<file path="src/rtl/jtkunio_mmio.sv">
// CPU-facing IO registers: scroll, sound latch, flip, ROM bank and edge-triggered IRQs.
// Define JTKUNIO_MMIO_SCRBUF_EN to hold scroll writes until the start of vertical blank.
module jtkunio_mmio #(
  parameter int BANKW = 1,
  parameter int SCRW  = 10,
  parameter int NIRQ  = 2
) (
  input  logic             clk,
  input  logic             rst_n,
  input  logic             cen,
  input  logic             io_cs,
  input  logic             rnw,
  input  logic [3:0]       addr,
  input  logic [7:0]       din,
  output logic [7:0]       dout,
  input  logic             LVBL,
  input  logic [NIRQ-1:0]  irq_src,
  output logic             irq_n,
  input  logic             snd_ack,
  output logic [7:0]       snd_latch,
  output logic             snd_irq,
  output logic [SCRW-1:0]  scrpos,
  output logic             flip,
  output logic [BANKW-1:0] bank
);

  logic [1:0]      rst_sync;
  logic            rst_ok;
  logic            wr;
  logic [15:0]     wsel;
  logic [SCRW-1:0] stage;
  logic [NIRQ-1:0] mask;
  logic [NIRQ-1:0] pending;
  logic [NIRQ-1:0] src_last;
  logic [NIRQ-1:0] rise;
  logic [NIRQ-1:0] clr;

  // Writes and IRQ posting stay blocked until the released reset has crossed two flops
  always_ff @(posedge clk or negedge rst_n) begin
    if (!rst_n) rst_sync <= 2'b00;
    else        rst_sync <= {rst_sync[0], 1'b1};
  end

  assign rst_ok = rst_sync[1];
  assign wr     = io_cs & ~rnw & cen & rst_ok;
  assign wsel   = wr ? (16'd1 << addr) : 16'd0;
  assign rise   = rst_ok ? (irq_src & ~src_last) : '0;
  assign clr    = wsel[6] ? din[NIRQ-1:0] : '0;

  always_ff @(posedge clk or negedge rst_n) begin
    if (!rst_n) begin
      stage     <= '0;
      flip      <= 1'b0;
      bank      <= '0;
      mask      <= '0;
      snd_latch <= 8'h00;
      snd_irq   <= 1'b0;
    end else begin
      if (wsel[0]) stage[7:0]      <= din;
      if (wsel[1]) stage[SCRW-1:8] <= din[SCRW-9:0];
      if (wsel[3]) flip            <= din[0];
      if (wsel[4]) bank            <= din[BANKW-1:0];
      if (wsel[5]) mask            <= din[NIRQ-1:0];
      if (wsel[2]) begin
        snd_latch <= din;
        snd_irq   <= 1'b1;
      end else if (snd_ack) begin
        snd_irq   <= 1'b0;
      end
    end
  end

  // A new edge outranks a simultaneous write-1-to-clear
  always_ff @(posedge clk or negedge rst_n) begin
    if (!rst_n) begin
      src_last <= '0;
      pending  <= '0;
      irq_n    <= 1'b1;
    end else begin
      src_last <= irq_src;
      pending  <= (pending & ~clr) | rise;
      irq_n    <= ~|(pending & mask);
    end
  end

`ifdef JTKUNIO_MMIO_SCRBUF_EN
  logic lvbl_last;

  always_ff @(posedge clk or negedge rst_n) begin
    if (!rst_n) begin
      lvbl_last <= 1'b0;
      scrpos    <= '0;
    end else begin
      lvbl_last <= LVBL;
      if (lvbl_last && !LVBL) scrpos <= stage;
    end
  end
`else
  always_ff @(posedge clk or negedge rst_n) begin
    if (!rst_n) scrpos <= '0;
    else        scrpos <= stage;
  end
`endif

  always_ff @(posedge clk or negedge rst_n) begin
    if (!rst_n) begin
      dout <= 8'hFF;
    end else begin
      case (addr)
        4'h2:    dout <= {snd_irq, ~LVBL, 6'b0};
        4'h5:    dout <= 8'(mask);
        4'h7:    dout <= 8'(pending);
        default: dout <= 8'hFF;
      endcase
    end
  end

endmodule

</file>
<file path="config.mk">
export PLATFORM = sky130hd
export DESIGN_NAME = jtkunio_mmio
export DESIGN_NICKNAME = d
export VERILOG_FILES = /design/src/rtl/jtkunio_mmio.sv
export SDC_FILE = /design/constraint.sdc
export NUM_CORES = 1
export LEC_CHECK = 0
export BUFFER_PORTS_ARGS = -buffer_cell sky130_fd_sc_hd__buf_2
export CORE_MARGIN = 1.5
export CORE_UTILIZATION = 50
export CTS_CLUSTER_SIZE = 28
export DETAILED_ROUTE_END_ITERATION = 7
export GPL_ROUTABILITY_DRIVEN = 0
export GPL_TIMING_DRIVEN = 0
export PLACE_DENSITY = 0.78
export SYNTH_ARGS = -nofsm -noshare
export SYNTH_HDL_FRONTEND = slang
export SYNTH_SLANG_ARGS = --single-unit
</file>
<file path="constraint.sdc">
create_clock -name clk -period 2.3 [get_ports clk]
set_input_delay 0.69 -clock clk [delete_from_list [all_inputs] [get_ports clk]]
set_output_delay 0.69 -clock clk [all_outputs]
set_load 0.05 [all_outputs]
</file>
==> results of run 1 <==
-- power by group through the flow --
stage	Combinational, mW	Clock, mW	Sequential (mW)
finish	0.281	0.360	0.876
global placement	0.278	0	0.886
global route	0.300	0.407	0.883
detailed placement	0.283	0	0.891
CTS	0.284	0.374	0.877
floorplan	0.0724	0	1.01
-- metal layers --
| layer | part of all wire (%) | vias to the layer above | track usage, % |
|---|---|---|---|
| li1 | - | 498 | - |
| met1 | 43 | 511 | 21.36 |
| met2 | 49 | 33 | 27.67 |
| met3 | 6.0 | 5 | 6.513 |
| met4 | 1.8 | 0 | 5.471 |
| met5 | 0 | - | 0 |
-- worst max path at each step --
stage	startpoint	to	slack (ns)
floorplan	rnw	snd_latch[0]	0.37
global placement	rnw	snd_latch[3]	0.21
detailed placement	rnw	snd_latch[3]	0.19
CTS	dout[5]	dout[5]	0.33
global route	dout[5]	dout[5]	0.30
finish	dout[5]	dout[5]	0.35
-- critical path: cells and delay by family (launching register included) --
kind     cells  cell delay [ns]
flops        1             0.57
buf+inv      2             0.35
-- cell type report --
| class | count | area (µm²) |
|---|---|---|
| fill | 268 | 1244 |
| sequential | 45 | 1134 |
| multi-input combinational | 57 | 518.0 |
| timing repair buffer | 48 | 240.2 |
| tap | 46 | 57.56 |
| buffer | 7 | 46.29 |
| clock buffer | 6 | 41.29 |
| clock inverter | 2 | 15.01 |
| inverter | 4 | 15.01 |
-- per-stage QoR --
| stage | utilization, % | instances |
|---|---|---|
| 6_report | 62.43 | 215 |
| 5_1_grt | 62.43 | 215 |
| 2_1_floorplan | - | 113 |
| 3_3_place_gp | 60.73 | 207 |
| 4_1_cts | 62.43 | 215 |
| 3_5_place_dp | 60.73 | 207 |
-- flip-flops by register name, summed over array words and instances, names as in the netlist, 2 cells and up --
| register | count |
|---|---|
| stage | 10 |
| scrpos | 10 |
| rst_sync | 2 |
| src_last | 2 |
| mask | 2 |
| dout | 5 |
| pending | 2 |
| snd_latch | 8 |
-- kinds of logic (layout without fill, tap and decap cells) --
| kind of cell | Yosys count | count (layout) |
|---|---|---|
| flip-flops | 45 | 45 |
| AO/OA/AOI/OAI | 11 | 11 |
| buffers and inverters | 11 | 67 |
| multiplexers | 22 | 22 |
| AND/OR/NAND/NOR | 23 | 23 |
| other | 1 | 1 |
-- cells in the final DEF (no fill, tap or decap), drive strengths merged, types with 4 or more instances in the layout --
| cell type | count |
|---|---|
| buf | 53 |
| dfrtp | 39 |
| mux2 | 22 |
| clkbuf | 8 |
| dfstp | 6 |
| nor4 | 5 |
| inv | 4 |
| nand2b | 4 |
| nand2 | 4 |
==> summary.txt, run 1 <==
Critical path data arrival time - 1.26 ns
Fin crit period - 1.950 ns
Pin count of the biggest net entering global routing - 46
Total number of vias - 1047
Setup TNS - 0 ns
Net count, final - 189
Worst Hold Class - reg2reg
Dpl cell area - 0.002011 mm²
Peak supply drop - 360.9 µV
Simple-gate portion of the synthesized area - 9.350%
GRT Overall Usage - 17.12%
Hold_ws - 0.3625 ns
Fmax - 512.7 MHz
Row count - 21
Clock Latency Late Sink - 0.36 ns
Layout area overhead - 20.67%
Post-DR vias/cell - 4.870
Gr ovfl total - 0
Crit Path Max Fanout - 4
Initial core utilization - 51.74%
R2r endpoint - snd_latch[3]
CP max-delay cell - dfstp_2
Clk pwr share - 23.8%
Setup Skew - 0.01131 ns
Mean routed wirelength per cell - 13.52 µm
Post-synth top cells - dfrtp_1, mux2_2, mux2_4
Post-CTS Hold Buffers - 0
End of the worst hold path - rst_sync[1]
Largest cells by area after synthesis - dfrtp_1, dfstp_2, mux2_2
# diodes - 0
Initial DRC Count - 39
RR Startpoint - rst_sync[1]
Cts repair resizes - 0
Data required time of the worst path - 1.61 ns
Root Buffer - clkbuf_4
CTS tree - done
Unrepaired setup endpoints after global routing - no
Slew margin rel. - 37.64%
DR pass1 iterations - 4
Worst Slack Setup Final - 0.3495 ns
Final HPWL DP - 2143 µm
Run status - finished clean
Share of flip-flops with an asynchronous set or reset - 100.0%
Max-cap violation count - 0
Setup Crit Path Kind - reg2out
Slew Limit Fails - 0
CP Capture Type - output port
Switching Share - 30.62%
Synth cell types - 28
PortBufs - 48
Die width - 61.53 µm
Io pins - 51
Clock transition at path regs - 0.12 ns
Vias in the first global route - 974
Share of layout cells above drive strength 1 - 54.44%
Initial antenna violation count - 0
Pre-CTS setup slack - 0.1872 ns
Total die area - 0.003786 mm²
Synth top area share - 56.98%
Post-CTS Setup Inserts - 0
CTS Sinks - 45
Pwr Density - 733.7 mW/mm²
Sequential area share after synthesis - 66.18%
Post-synthesis adder-cell area fraction - 0%
Routed Antenna Nets - 0
Reg2reg setup slack - 0.62 ns
Part of the power in registers - 57.7%
Post-synth top area cell - dfrtp_1
Placeable core area - 0.003311 mm²
First-pass GRT wire length - 4540 µm
Combinational power share - 18.5%
Synth Area in Compound Gates - 4.456%
H-tree depth - 2
Worst path max stage delay - 0.57 ns
Final worst-path cycle share - 84.80%
Depth of the worst hold-timing path - 0
Mux share of post-synthesis cell area - 16.22%
Cells after Synth - 113
Final Hold Vio Count - 0
Top_reg_cell synth - dfrtp_1
Worst-margin pin slew - 0.9353 ns
Synth warn - 0
Final setup vio count - 0
Hold wc startpoint - rst_sync[0]
Mapped cell area - 0.001713 mm²
Sw Pwr - 464.3 µW
FF-to-FF path depth - 4
Leakage Power - 1.085 nW
Avg Inst Size Synth - 15.16 µm²
Largest family of logic cells by synthesized area - multiplexers
PnR Total Power - 1.517 mW
Cell area after layout - 0.002067 mm²
Number of synthesized flops with an enable pin - 0
P_int - 1.052 mW
Residual DRC - 0
Worst Setup Start Kind - register
Crit path cell chain - buf_4, buf_2
Syn nets - 134
Most numerous cell in the Yosys netlist - dfrtp_1
CTS buffer count - 5
Routed Wire Length - 2906 µm
CTS Buffer Depth - 2
Synth Area in XOR/XNOR - 0%
#FFs+latches synth - 45
Die Span Y - 61.53 µm
Note: power is estimated with default switching activity, not from simulation.
==> inputs of run 2 (changes only) <==
--- a/config.mk
+++ b/config.mk
@@ -7,12 +7,12 @@
 export LEC_CHECK = 0
 export BUFFER_PORTS_ARGS = -buffer_cell sky130_fd_sc_hd__buf_2
 export CORE_MARGIN = 1.5
-export CORE_UTILIZATION = 50
+export CORE_UTILIZATION = 45
 export CTS_CLUSTER_SIZE = 28
 export DETAILED_ROUTE_END_ITERATION = 7
 export GPL_ROUTABILITY_DRIVEN = 0
 export GPL_TIMING_DRIVEN = 0
-export PLACE_DENSITY = 0.78
+export PLACE_DENSITY = 0.74
 export SYNTH_ARGS = -nofsm -noshare
 export SYNTH_HDL_FRONTEND = slang
 export SYNTH_SLANG_ARGS = --single-unit
==> constraint.sdc (replaced) <==
create_clock -name clk -period 1.69 [get_ports clk]
set_input_delay 0.507 -clock clk [delete_from_list [all_inputs] [get_ports clk]]
set_output_delay 0.507 -clock clk [all_outputs]
set_load 0.05 [all_outputs]
==> run 2 against run 1 <==
Against the previous run:
- clock skew fell by 0.0073 ns
- non-clock buffer count is 1 higher
- routed wire length is 6.2% higher
- clock-buffer cell count is 1 lower
- sequential power is 36% higher
- die area rose by 11%
- setup slack worse by 0.30 ns
- first-iteration DRC count fell by 18%
- global-route usage down 0.82 points
- critical endpoint is now dout[4]
- largest cell class unchanged
- highest routed layer unchanged
==> summary.txt, run 2 (synthesis gave the netlist of run 1 again) <==
Routed Antenna Nets - 0
Post-CTS Hold Buffers - 0
Crit. path cell count - 2
Worst-margin pin slew - 0.9393 ns
CTS Sinks - 45
Crit path cell chain - buf_4, buf_4
Metal1 wirelength - 1328 µm
Root Buffer - clkbuf_8
Worst Setup Start Kind - register
Reg2reg setup slack - 0.11 ns
FILL cells - 312
Buffering stage count on the worst path with inverters included - 2
Worst path max stage delay - 0.56 ns
Die Span Y - 64.70 µm
Leakage Power - 1.147 nW
Data required time of the worst path - 1.18 ns
DR pass1 iterations - 4
CTS tree - done
Unrepaired setup endpoints after global routing - no
End of the worst hold path - src_last[1]
Final worst-path cycle share - 97.23%
Metal2 WL - 1569 µm
Layout area overhead - 27.17%
RR Startpoint - rst_sync[1]
R2r endpoint - snd_latch[6]
Final setup vio count - 0
Pin count of the biggest net entering global routing - 46
Crit Path Max Fanout - 4
Initial antenna violation count - 0
Initial DRC Count - 32
Residual DRC - 0
CP max-delay cell - dfstp_2
Hold wc startpoint - irq_src[1]
Final core utilization - 59.50%
Highest-count cells in the layout ignoring fill and taps - buf_2, dfrtp_1, mux2_2
Total number of vias - 1053
Clock transition at path regs - 0.08 ns
DR top layer - met4
Row count - 22
H-tree depth - 2
Placeable core area - 0.003661 mm²
Crit path max-delay family - flip-flops
CP Capture Type - output port
Io pins - 51
Pwr Density - 1161 mW/mm²
Fmax - 608.6 MHz
Largest regs - scrpos x10, stage x10, snd_latch x8
Initial core utilization - 46.79%
Setup Skew - 0.004054 ns
Most used cell along the critical path - buf_4
Mean routed wirelength per cell - 14.15 µm
Post-DR vias/cell - 4.830
CTS buffer count - 5
Total die area - 0.004185 mm²
Commonest non-fill, non-tap cell in the layout - buf_2
PortBufs - 48
Met3 WL - 130 µm
Routed Wire Length - 3085 µm
Net count, final - 190
Critical path data arrival time - 1.14 ns
PnR Total Power - 2.530 mW
Worst Hold Class - in2reg
CP Launch Point - dout[5]
Fin crit period - 1.643 ns
Depth of the worst hold-timing path - 1
Clock Latency Late Sink - 0.29 ns
# diodes - 0
First-pass GRT wire length - 5030 µm
FF-to-FF path depth - 4
Max-cap violation count - 0
CTS Buffer Depth - 2
Final Hold Vio Count - 0
Setup Crit Path Kind - reg2out
Slew Limit Fails - 0
Die width - 64.70 µm
Setup TNS - 0 ns
Share of layout cells above drive strength 1 - 55.88%
GRT Overall Usage - 16.30%
Vias in the first global route - 1072
Peak supply drop - 474.0 µV
Run status - finished clean
Slew margin rel. - 37.38%
Final HPWL DP - 2155 µm
Gr ovfl total - 0
==> run 2: cell types whose count changed in the layout (fill, tap and decap cells not counted), sizes merged <==
cell	delta
buf	+2
bufinv	+2
clkbuf	-2
clkinv	+1
clkinvlp	-2
==> run 2: worst register-to-register path, cell delays in order, from the launching register on <==
cell and delay [ns]:
dfrtp_1 0.40, nand4b_4 0.16, or4_4 0.46, buf_12 0.17, mux2_4 0.30
==> run 2: worst max-delay path by stage <==
| stage | to | slack, ns |
|---|---|---|
| 5_1_grt | dout[4] | 0.005 |
| 6_report | dout[4] | 0.05 |
| 3_5_place_dp | snd_latch[6] | -0.23 |
| 2_1_floorplan | snd_latch[0] | -0.06 |
| 3_3_place_gp | snd_latch[6] | -0.21 |
| 4_1_cts | snd_latch[7] | 0.02 |
==> run 2: cell type report <==
cell class / count / area (µm²) / area share (%)
Buffer: 6 / 51.30 / 2.355
Tap cell: 48 / 60.06 / 2.757
Sequential cell: 45 / 1134 / 52.04
Clock buffer: 5 / 68.82 / 3.159
Timing Repair Buffer: 50 / 266.5 / 12.23
Clock inverter: 3 / 65.06 / 2.987
Multi-Input combinational cell: 57 / 518.0 / 23.78
Inverter: 4 / 15.01 / 0.6893
==> run 2: routing by layer <==
| metal | vias up | track usage (%) |
|---|---|---|
| met1 | 518 | 19.44 |
| met3 | 6 | 5.035 |
| li1 | 499 | - |
| met5 | - | 0 |
| met4 | 0 | 7.979 |
| met2 | 30 | 26.82 |
==> run 2: repair_timing <==
action	in CTS	in global routing
endpoints found under the setup margin	6	13
setup buffers	1	1
gates resized for setup	3	3
pin swaps	0	2
==> run 2: power breakdown <==
| part | switching (mW) | total, mW | internal (mW) |
|---|---|---|---|
| combinational | 0.274 | 0.391 | 0.117 |
| sequential | 0.0333 | 1.19 | 1.16 |
| clock | 0.360 | 0.947 | 0.587 |
| total | 0.668 | 2.53 | 1.86 |
==> run 2: through the flow <==
stage	worst slack, ns	hold WS [ns]	instances	area (µm²)
floorplan	-0.06033	0.2114	113	1713
global placement	-0.2121	0.3347	209	2013
detailed placement	-0.2320	0.3549	209	2013
CTS	0.01944	0.3235	218	2162
global route	0.005474	0.3186	218	2178
finish	0.04683	0.3332	218	2178
